<file path="config.mk">
export PLATFORM = sky130hd
export DESIGN_NAME = tone_sequencer
export DESIGN_NICKNAME = d
export VERILOG_FILES = /design/src/rtl/tone_sequencer.sv
export SDC_FILE = /design/constraint.sdc
export NUM_CORES = 1
export LEC_CHECK = 0
export BUFFER_PORTS_ARGS = -buffer_cell sky130_fd_sc_hd__buf_4
export CAP_MARGIN = 20
export CORE_UTILIZATION = 52
export CTS_CLUSTER_SIZE = 16
export DETAILED_ROUTE_END_ITERATION = 8
export GPL_ROUTABILITY_DRIVEN = 0
export PLACE_DENSITY = 0.84
export SLEW_MARGIN = 5
export SYNTH_ARGS = -nofsm -noshare
export SYNTH_HDL_FRONTEND = slang
export SYNTH_SLANG_ARGS = --single-unit
</file>
<file path="constraint.sdc">
create_clock -name clk -period 5.9 [get_ports clk]
set_input_delay 0.59 -clock clk [delete_from_list [all_inputs] [get_ports clk]]
set_output_delay 0.59 -clock clk [all_outputs]
set_load 0.01 [all_outputs]
</file>
<file path="src/rtl/tone_sequencer.sv">
// +--------------------------------------------------------------------------+
// | tone_sequencer: picks the note (manual keys or stored melody) for the     |
// | square-wave tone generator.  Rev 1.0                                      |
// +--------------------------------------------------------------------------+
`default_nettype none

module tone_sequencer #(
  parameter int HALF_HZ    = 25_000_000,
  parameter int D0         = 1,
  parameter int D1         = 9,
  parameter int D2         = 7,
  parameter int NOTE_TICKS = 25_000_000,
  parameter int GAP_TICKS  = 2_500_000
) (
  input  logic        clk,
  input  logic        rst,
  input  logic        sw1_n,
  input  logic        sw2_n,
  input  logic        sw3_n,
  input  logic        play_n,
  output logic [23:0] half_period,
  output logic        tone_en,
  output logic        busy,
  output logic [1:0]  note_idx
);

  typedef enum logic [1:0] {
    IDLE      = 2'd0,
    MANUAL    = 2'd1,
    PLAY_NOTE = 2'd2,
    PLAY_GAP  = 2'd3
  } state_t;

  localparam logic [23:0] HP_1 = 24'(HALF_HZ / 262);
  localparam logic [23:0] HP_7 = 24'(HALF_HZ / 494);
  localparam logic [23:0] HP_9 = 24'(HALF_HZ / 587);

  localparam logic [25:0] NOTE_LAST = 26'(NOTE_TICKS - 1);
  localparam logic [25:0] GAP_LAST  = 26'(GAP_TICKS - 1);

  // Digits without a table entry are rests.
  function automatic logic [23:0] digit_hp(input int digit);
    case (digit)
      1:       digit_hp = HP_1;
      7:       digit_hp = HP_7;
      9:       digit_hp = HP_9;
      default: digit_hp = 24'd0;
    endcase
  endfunction

  localparam logic [23:0] HP_D0 = digit_hp(D0);
  localparam logic [23:0] HP_D1 = digit_hp(D1);
  localparam logic [23:0] HP_D2 = digit_hp(D2);

  function automatic logic [23:0] slot_hp(input logic [1:0] slot);
    case (slot)
      2'd0:    slot_hp = HP_D0;
      2'd1:    slot_hp = HP_D1;
      default: slot_hp = HP_D2;
    endcase
  endfunction

  // Bit order {play, sw3, sw2, sw1}; all idle high.
  logic [3:0]  sync1;
  logic [3:0]  sync2;
  logic        play_prev;
  state_t      state;
  state_t      state_nx;
  logic [25:0] cnt;
  logic [25:0] cnt_nx;
  logic [1:0]  idx_nx;
  logic [23:0] hp_nx;
  logic        busy_nx;
  logic        play_start;
  logic        any_key;
  logic [23:0] manual_hp;

  assign play_start = play_prev & ~sync2[3];
  assign any_key    = ~&sync2[2:0];

  always_comb begin
    manual_hp = 24'd0;
    if (!sync2[0])      manual_hp = HP_D0;
    else if (!sync2[1]) manual_hp = HP_D1;
    else if (!sync2[2]) manual_hp = HP_D2;
  end

  always_comb begin
    state_nx = state;
    cnt_nx   = cnt;
    idx_nx   = note_idx;
    hp_nx    = half_period;
    busy_nx  = busy;
    case (state)
      IDLE, MANUAL: begin
        if (play_start) begin
          state_nx = PLAY_NOTE;
          cnt_nx   = 26'd0;
          idx_nx   = 2'd0;
          hp_nx    = HP_D0;
          busy_nx  = 1'b1;
        end else begin
          state_nx = any_key ? MANUAL : IDLE;
          cnt_nx   = 26'd0;
          idx_nx   = 2'd0;
          hp_nx    = manual_hp;
          busy_nx  = 1'b0;
        end
      end
      PLAY_NOTE: begin
        hp_nx = slot_hp(note_idx);
        if (cnt == NOTE_LAST) begin
          state_nx = PLAY_GAP;
          cnt_nx   = 26'd0;
          hp_nx    = 24'd0;
        end else begin
          cnt_nx = cnt + 26'd1;
        end
      end
      PLAY_GAP: begin
        hp_nx = 24'd0;
        if (cnt == GAP_LAST) begin
          cnt_nx = 26'd0;
          if (note_idx < 2'd2) begin
            // The next slot's pitch is loaded on the same edge it begins.
            state_nx = PLAY_NOTE;
            idx_nx   = note_idx + 2'd1;
            hp_nx    = slot_hp(note_idx + 2'd1);
          end else begin
            state_nx = IDLE;
            idx_nx   = 2'd0;
            busy_nx  = 1'b0;
          end
        end else begin
          cnt_nx = cnt + 26'd1;
        end
      end
      default: begin
        state_nx = IDLE;
        cnt_nx   = 26'd0;
        idx_nx   = 2'd0;
        hp_nx    = 24'd0;
        busy_nx  = 1'b0;
      end
    endcase
  end

  always_ff @(posedge clk or posedge rst) begin
    if (rst) begin
      sync1       <= 4'hF;
      sync2       <= 4'hF;
      play_prev   <= 1'b1;
      state       <= IDLE;
      cnt         <= 26'd0;
      note_idx    <= 2'd0;
      half_period <= 24'd0;
      tone_en     <= 1'b0;
      busy        <= 1'b0;
    end else begin
      sync1       <= {play_n, sw3_n, sw2_n, sw1_n};
      sync2       <= sync1;
      play_prev   <= sync2[3];
      state       <= state_nx;
      cnt         <= cnt_nx;
      note_idx    <= idx_nx;
      half_period <= hp_nx;
      tone_en     <= (hp_nx != 24'd0);
      busy        <= busy_nx;
    end
  end

endmodule

`default_nettype wire

</file>
### After elaboration in Yosys (flattened, before gate mapping)

Index checks and enable logic that the tools add are counted.

| storage, ports and cells | value |
|---|---|
| register bits | 65 |
| input bits | 6 |
| word-level logic and storage cells | 60 |

| cells by class | value |
|---|---|
| $add $sub $neg | 2 |
| $lt $le $gt $ge | 1 |
| equality and inequality tests | 10 |
| mux-type cells | 26 |
| bitwise gates (word level) | 2 |
| reduce and logical (&&, ||, !) cells | 10 |

Operator list:

| operator | count |
|---|---|
| case mux 26 bit (3 select lines) | 1 |
| case mux 24 bit (3 select lines) | 1 |
| case mux 17 bit (2 select lines) | 2 |
| two-way mux 26 bit | 2 |
| two-way mux 17 bit | 3 |
| two-way mux 24 bit | 2 |
| two-way mux 16 bit | 2 |
| adder 26 x 1 -> 26 bit, second input constant | 1 |
| == test 26 x 22 -> 1 bit, second input constant | 1 |
| == test 26 x 25 -> 1 bit, second input constant | 1 |
| nonzero test 24 bit | 1 |
| two-way mux 2 bit | 6 |
| == test 2 x 1 -> 1 bit, second input constant | 3 |
| logical NOT 2 bit | 3 |
| inequality test 2 bit, second input constant | 3 |
| case mux 2 bit (3 select lines) | 1 |
| AND reduction 3 bit | 2 |
| == test 2 bit, second input constant | 2 |
| two-way mux 1 bit | 4 |
| case mux 2 bit (2 select lines) | 1 |
| AND reduction 2 bit | 2 |
| adder 2 x 1 -> 2 bit, second input constant | 1 |
| less-than comparator 2 bit, second input constant | 1 |
| case mux 1 bit (2 select lines) | 1 |
| other kinds (4) | 4 |

### Longest topological paths before layout

Gate-level depths: netlist of run 1.

| logic depth | value |
|---|---|
| depth in word-level cells | 7 |
| gate-level depth with buffers | 8 |

### Worst setup path after synthesis of run 1

Ideal clock, no wire load.

| path | value |
|---|---|
| kind | reg-to-reg |
| from | register cnt[0] |
| to | register busy |
| setup time | 0.120 ns |
| data arrival time | 1.955 ns |
| slack | 3.826 ns |
| stages on the path, launching flop included | 8 |
| path buffers | 1 |
| cells stage by stage | dfrtp_1 -> ha_1 -> nor4bb_1 -> nand4_1 -> or4_1 -> buf_2 -> or2_1 -> a31o_1 |

| between the ends | value |
|---|---|
| longest elaborated chain between the ends | 3 |

Ends and longest elaborated chain:

| item | RTL line | RTL |
|---|---|---|
| from (decl) | 69 | `logic [25:0] cnt;` |
| from (signal assigned) | 164 | `cnt <= cnt_nx;` |
| == test 26 x 22 -> 1 bit | 122 | `if (cnt == GAP_LAST) begin` |
| inequality test 2 bit (no source line) | -- |  |
| AND reduction 3 bit (no source line) | -- |  |
| to (signal assigned) | 168 | `busy <= busy_nx;` |
| to (decl) | 23 | `output logic busy,` |

No other way between the ends.
A chain may end at the register's enable or synchronous reset.

### Worst setup path after layout of run 1

Same ends and word-level chain as after synthesis.

==> results of run 1 <==
==> stage by stage <==
step	hold WS, ns	total power [mW]
2_1_floorplan	0.345	0.567
3_3_place_gp	0.345	0.612
3_5_place_dp	0.348	0.620
4_1_cts	0.361	0.846
5_1_grt	0.191	0.890
6_report	0.187	0.844
==> area by class of cell <==
cell class | instances | area [sq um]
clock buffers | 6 | 93.8
multi-input cells | 158 | 986
fillers | 358 | 1760
repair buffers | 29 | 235
clock inverters | 2 | 17.5
flip-flops and latches | 48 | 1210
inverters | 5 | 18.8
well taps | 52 | 65.1
==> per-layer routing <==
metal	vias to the layer above	global-route usage
met5	-	0
met4	0	0.0680
met3	5	0.0581
met2	70	0.284
met1	844	0.281
li1	808	-
==> synthesized netlist by cell type (4+ instances only) <==
library cell / count
inv_1: 5
nand3_1: 13
nand4_1: 9
dfrtp_1: 39
and4_1: 4
nor4b_1: 4
nand2_1: 17
nor2b_1: 5
xor2_1: 21
and3_1: 5
nor2_1: 30
buf_4: 17
dfstp_2: 9
==> logic make-up (layout without fill, tap and decap cells) <==
logic type                 count (synthesis)  count (layout)  share of synthesized area
AOI/OAI and AO/OA                         20              20                     0.0643
xor gates and xnor gates                  24              24                     0.0885
adders and majority gates                  1               1                    0.00527
buffers and inverters                     32              42                     0.0854
DFF                                       48              48                      0.511
muxes                                      2               2                     0.0105
other                                      1               8                    0.00158
and+or+nand+nor                          103             103                      0.234
==> worst register-to-register path: stages, from the launching register on <==
cell and delay, ns:
dfrtp_1 0.41, ha_1 0.26, nor4bb_1 0.24, nand4_1 0.12, or4_1 0.67, or2_1 0.31, a31o_1 0.23
==> flip-flops by register name (all words and copies together) (netlist names), 2 cells and up <==
register / count
half_period: 7
cnt: 26
sync2: 4
note_idx: 2
sync1: 4
state: 2
==> power breakdown <==
| part | switching [mW] | internal (mW) |
|---|---|---|
| Combinational | 0.0985 | 0.101 |
| Clock | 0.116 | 0.111 |
| Sequential | 0.0431 | 0.375 |
| Total | 0.258 | 0.587 |
==> worst paths after layout <==
kind / cells past startpoint / start / endpoint / slack [ns]
worst max-delay path: 6 / cnt[0] / busy / 3.55
worst min-delay path: 2 / rst / cnt[14] / 0.19
worst max register to register: 6 / cnt[0] / busy / 3.55
worst min register to register: 0 / sync1[1] / sync2[1] / 0.36
max in group asynchronous: 3 / rst / sync2[2] / 5.19
min in group clk: 0 / sync1[1] / sync2[1] / 0.36
==> cells in the final DEF, fill, tap and decap left out, drive strengths merged, types with 7 or more instances in the layout <==
| cell type | count |
|---|---|
| buf | 28 |
| clkbuf | 7 |
| conb | 8 |
| dfrtp | 39 |
| dfstp | 9 |
| nand2 | 17 |
| nand3 | 13 |
| nand4 | 9 |
| nor2 | 30 |
| xor2 | 21 |
==> results by group, run 1 <==
Run status
  • Run status: completed

Detailed routing
  • Drt via density: 5.76
  • Initial drt markers: around 150
  • Count of antenna-violating nets left after detailed routing: 0
  • M1 WL: between 1500 and 2000 microns
  • DRT Wirelength: 4360 microns
  • Uppermost layer routed: met4
  • Detailed-routed wire length on met3: roughly 250 microns
  • Routed vias: between 1500 and 2000
  • WL/cell: between 10 and 15 microns
  • Number of design rule violations left after detail routing: 0
  • Sum of met2 wire segment lengths after detailed routing: between 2000 and 2500 microns
  • Number of iterations in the first detailed-routing pass: 4

Timing
  • Setup-failing EPs final: 0
  • Final critical path time including I/O delays and setup: ~2.3 ns
  • Clock skew after layout: 0.0111 ns
  • Slew at the pin closest to its max-slew limit: between 0.8 and 0.9 ns
  • Highest Clock Rate: ~0.43 GHz
  • Accumulated negative setup slack: 0 ns
  • Worst Slack Setup Final: between 3 and 4 ns
  • Final count of hold timing violations: 0
  • Post-route clock period utilization: 0.398
  • Relative slew slack: 0.451
  • Max-slew violation total from the final report: 0
  • RSZ-0062 raised after global routing: no

Setup path
  • Worst EP arrival: ~2.6 ns
  • CP max FO: 9
  • Required arrival time at the worst endpoint: 6.10 ns
  • Setup crit start kind: flip-flop
  • Critical path's top delay family: simple AND/OR/NAND/NOR gates
  • Largest stage delay, worst path: 0.67 ns
  • Slowest stage cell on the critical path: or4_1
  • Crit path capture type: flip-flop
  • Crit path cell chain: ha_1 -> nor4bb_1 -> nand4_1 -> or4_1 -> or2_1 -> a31o_1
  • Setup CP Type: flip-flop to flip-flop
  • Number of buffer and inverter instances along the worst setup path: 0

Place
  • Cell area reported after detailed placement: 2480 sq um
  • # port buffers: 25
  • Total instance count after detailed placement: slightly below 300
  • Worst slack at placement: approximately 3.5 ns
  • Estimated wirelength of the detail-placed design: roughly 3000 microns

Synthesis
  • Async set-or-reset flop fraction in the synthesized netlist: 1.00
  • Top area cells in the synthesized netlist: dfrtp_1 (41%), dfstp_2 (10%), xor2_1 (7.7%)
  • Synthesized area divided by synthesized cell count: 10.3 sq um
  • Top flip-flop cell by instance count after synthesis: dfrtp_1
  • Unique cell type count in the Yosys netlist: 45
  • Top cell type by total area after synthesis: dfrtp_1
  • Post-synthesis sequential area ratio: 0.511
  • Seq cells post-synth: 48
  • Synthesis warning total: 0
  • EDFF count, synth: 0
  • Fraction of post-synthesis cell area in the top cell type by area: 0.411
  • Number of cells produced by synthesis: 231
  • Post-synthesis instance area: around 2400 sq um

Clocking
  • H-tree depth reported by CTS: 2
  • Clock buffer depth: 2
  • Total number of clock tree sinks: 48
  • Clock-pin slew on the worst setup and hold paths: ~0.090 ns
  • Hold buffers post-CTS: 0
  • CTS root buf: clkbuf_8
  • Post-CTS Setup Bufs: 0
  • TritonCTS clock tree: done
  • Post-CTS resize count: 0
  • Clock insertion delay at the later pin of the skew report: about 0.31 ns
  • Clock buffers created by TritonCTS: 5

Pwr
  • Max VDD drop: 0.000169 V
  • Ratio of total power to cell area: ~320 nW/um^2
  • Leakage component of the power: 1.20 nW

Run
  • Max-cap violations: 0

Cells and area
  • Nets: roughly 250
  • Fraction of layout instances using a drive strength above 1: 0.210
  • Number of diodes added for antenna fixing: 0
  • Non-Filler Cell Area, Final: between 2000 and 3000 sq um
  • Layout-stage area growth over the synthesis result: 10.7%
  • Final core utilization: 0.600
  • Post-route insts no fill: 300

Floorplanning
  • Die W: slightly below 70 microns
  • Overall die height: around 70 microns
  • Number of rows in the core area: 24
  • Std-Cell Core Area: between 4000 and 5000 sq um
  • Effective utilization at floorplan: 0.542
  • Number of top-level pins: 34
  • DIE AREA: just under 5000 sq um

Global route
  • GRT Total Usage: 0.196
  • Antenna violations before repair: 0
  • Remaining global-route overflow: 0
  • Largest net degree at the start of global routing: 49
  • Vias in the first global route: 1572
  • Global-route wire length before repair: roughly 7400 microns

Worst hold path
  • Path type of the worst min-delay path: input port to asynchronous set/reset pin
(Power assumes the default switching activity.)
==> inputs of run 2 (changes only) <==
Clock period 5.9 ns to 2.35 ns, I/O delays scaled along.
==> run 2 against run 1 <==
- critical path depth down 1
- die area unchanged
- critical endpoint unchanged
- clock skew down 0.0015 ns
- first-iteration DRC count down 5.2%
- combinational power rose to 2.7 times the previous value
- largest cell class unchanged
- utilization up 0.83 points
- register-to-register slack worse by 3.4 ns
==> results by group, run 2 (synthesis gave the netlist of run 1 again) <==
Detailed routing
  • Number of iterations in the first detailed-routing pass: 4
  • DRT Wirelength: 4400 microns
  • WL/cell: between 10 and 15 microns
  • Routed vias: around 1700
  • Count of antenna-violating nets left after detailed routing: 0
  • Initial drt markers: between 100 and 150
  • Number of design rule violations left after detail routing: 0
  • Drt via density: ~5.6

Timing
  • Setup-failing EPs final: 0
  • Slew at the pin closest to its max-slew limit: roughly 0.52 ns
  • Accumulated negative setup slack: 0 ns
  • Highest Clock Rate: 0.448 GHz
  • Final critical path time including I/O delays and setup: approximately 2.2 ns
  • Post-route clock period utilization: 0.951
  • RSZ-0062 raised after global routing: no
  • Max-slew violation total from the final report: 0
  • Final count of hold timing violations: 0
  • Clock skew after layout: approximately 0.0096 ns
  • Relative slew slack: 0.653

Run
  • Max-cap violations: 0

Pwr
  • Leakage component of the power: 1.22 nW
  • Tot Pwr: 2.10 mW
  • Ratio of total power to cell area: ~800 nW/um^2
  • Max VDD drop: slightly above 0.0004 V

Setup path
  • Worst Reg-to-Reg Cells: 5
  • CP max FO: 9
  • Crit path capture type: flip-flop
  • Slowest stage cell on the critical path: or4_1
  • Crit path cell chain: nor4b_1 -> nand4_1 -> or4_1 -> or2_1 -> a31o_1
  • Crit path to: busy
  • Critical path startpoint: cnt[20]
  • Largest stage delay, worst path: about 0.67 ns
  • Worst EP arrival: 2.44 ns
  • Terminus of the critical flop-to-flop path: busy
  • Beginning of the worst register-to-register path: cnt[20]
  • Flop-to-flop setup slack: between 0.1 and 0.15 ns
  • Required arrival time at the worst endpoint: between 2 and 3 ns
  • Setup CP Type: flip-flop to flip-flop
  • Setup crit start kind: flip-flop

Floorplanning
  • Std-Cell Core Area: about 4400 sq um
  • Die W: 69.6 microns
  • Effective utilization at floorplan: 0.542
  • Overall die height: ~70 microns
  • Number of rows in the core area: 24
  • DIE AREA: between 4000 and 5000 sq um
  • Number of top-level pins: 34

Clocking
  • Post-CTS resize count: 0
  • Clock buffer depth: 2
  • Clock insertion delay at the later pin of the skew report: 0.30 ns
  • H-tree depth reported by CTS: 2
  • Total number of clock tree sinks: 48
  • Clock buffers created by TritonCTS: 5
  • Clock-pin slew on the worst setup and hold paths: approximately 0.09 ns
  • CTS root buf: clkbuf_8
  • TritonCTS clock tree: done

Cells and area
  • Largest register by flop count: cnt
  • Most common library cell in the layout ignoring fill and taps: dfrtp_1
  • Register area: 1210 sq um
  • Top flop regs: cnt: 26 flops, half_period: 7 flops
  • Count of fill cells added during filler insertion: between 300 and 400
  • Commonest cells after routing, fill and taps aside: dfrtp_1 (39), buf_4 (34), nor2_1 (30), xor2_1 (21), nand2_1 (17)
  • Final core utilization: 0.608
  • Number of diodes added for antenna fixing: 0
  • Fraction of layout instances using a drive strength above 1: 0.227
  • Total area of multi-input combinational cells: a little under 1000 sq um
  • Number of flip-flops under the largest register name: 26
  • Nets: about 260
  • Post-route insts no fill: roughly 310
  • Non-Filler Cell Area, Final: approximately 2700 sq um
  • Layout-stage area growth over the synthesis result: 12.2%

Global route
  • GRT Total Usage: 0.196
  • Vias in the first global route: roughly 1600
  • Remaining global-route overflow: 0
  • Global-route wire length before repair: approximately 7500 microns
  • Antenna violations before repair: 0
  • Largest net degree at the start of global routing: 32

Run status
  • Run status: completed

Worst hold path
  • Path type of the worst min-delay path: input port to flip-flop

Place
  • Estimated wirelength of the detail-placed design: between 3000 and 4000 microns
  • Cell area reported after detailed placement: ~2600 sq um
  • Total instance count after detailed placement: 298
  • # port buffers: 25
## run 2: changes by cell type in the layout (fill, tap and decap cells not counted)
cell	before	now
buf_4	26	34
buf_8	1	0
clkbuf_16	1	0
clkbuf_2	1	0
clkbuf_8	5	6
clkinv_4	2	0
clkinvlp_4	0	2
dlygate4sd3_1	0	1
## run 2: worst max-delay path: cells and delay by family (launching register included)
family             cells  cell delay, ns
AOI/OAI and AO/OA      1            0.22
DFF                    1            0.45
and+or+nand+nor        4            1.47
## run 2: layer usage
layer  vias up  global-route usage  wire length (microns)
met1       839               0.269                   2050
met4         0              0.0748                     58
met5         -                   0                      0
li1        816                   -                      -
met2        54               0.305                   2100
met3         6              0.0422                    200
## run 2: metrics by stage
step           hold slack [ns]  worst slack [ns]
2_1_floorplan            0.239             0.276
3_3_place_gp             0.226             0.189
3_5_place_dp             0.232             0.126
4_1_cts                 0.0274             0.117
5_1_grt                 0.0123           0.00282
6_report                0.0385             0.116
## run 2: what timing repair did
action,CTS,global route
hold endpoints to repair,8,0
buffers inserted,0,0
hold buffers,1,0
## run 2: worst min path at each step
stage	startpoint	cells after the start	slack, ns	to
CTS	play_n	1	0.03	sync1[3]
global route	play_n	1	0.01	sync1[3]
global placement	rst	2	0.23	cnt[17]
detailed placement	rst	2	0.23	cnt[17]
floorplan	sw1_n	0	0.24	sync1[0]
finish	play_n	1	0.04	sync1[3]
## run 2: layout make-up
| type | instances | area share |
|---|---|---|
| multi-input combinational | 158 | 0.370 |
| sequential | 48 | 0.455 |
| clock buffer | 6 | 0.0310 |
| tap | 52 | 0.0244 |
| clock inverter | 2 | 0.00563 |
| timing repair buffer | 36 | 0.107 |
| inverter | 5 | 0.00704 |
## run 2: where the power goes
group	switching (mW)	total, mW	leakage [nW]	internal (mW)
registers	0.104	1.05	0.611	0.942
logic	0.265	0.539	0.570	0.274
clock network	0.274	0.512	0.0434	0.238
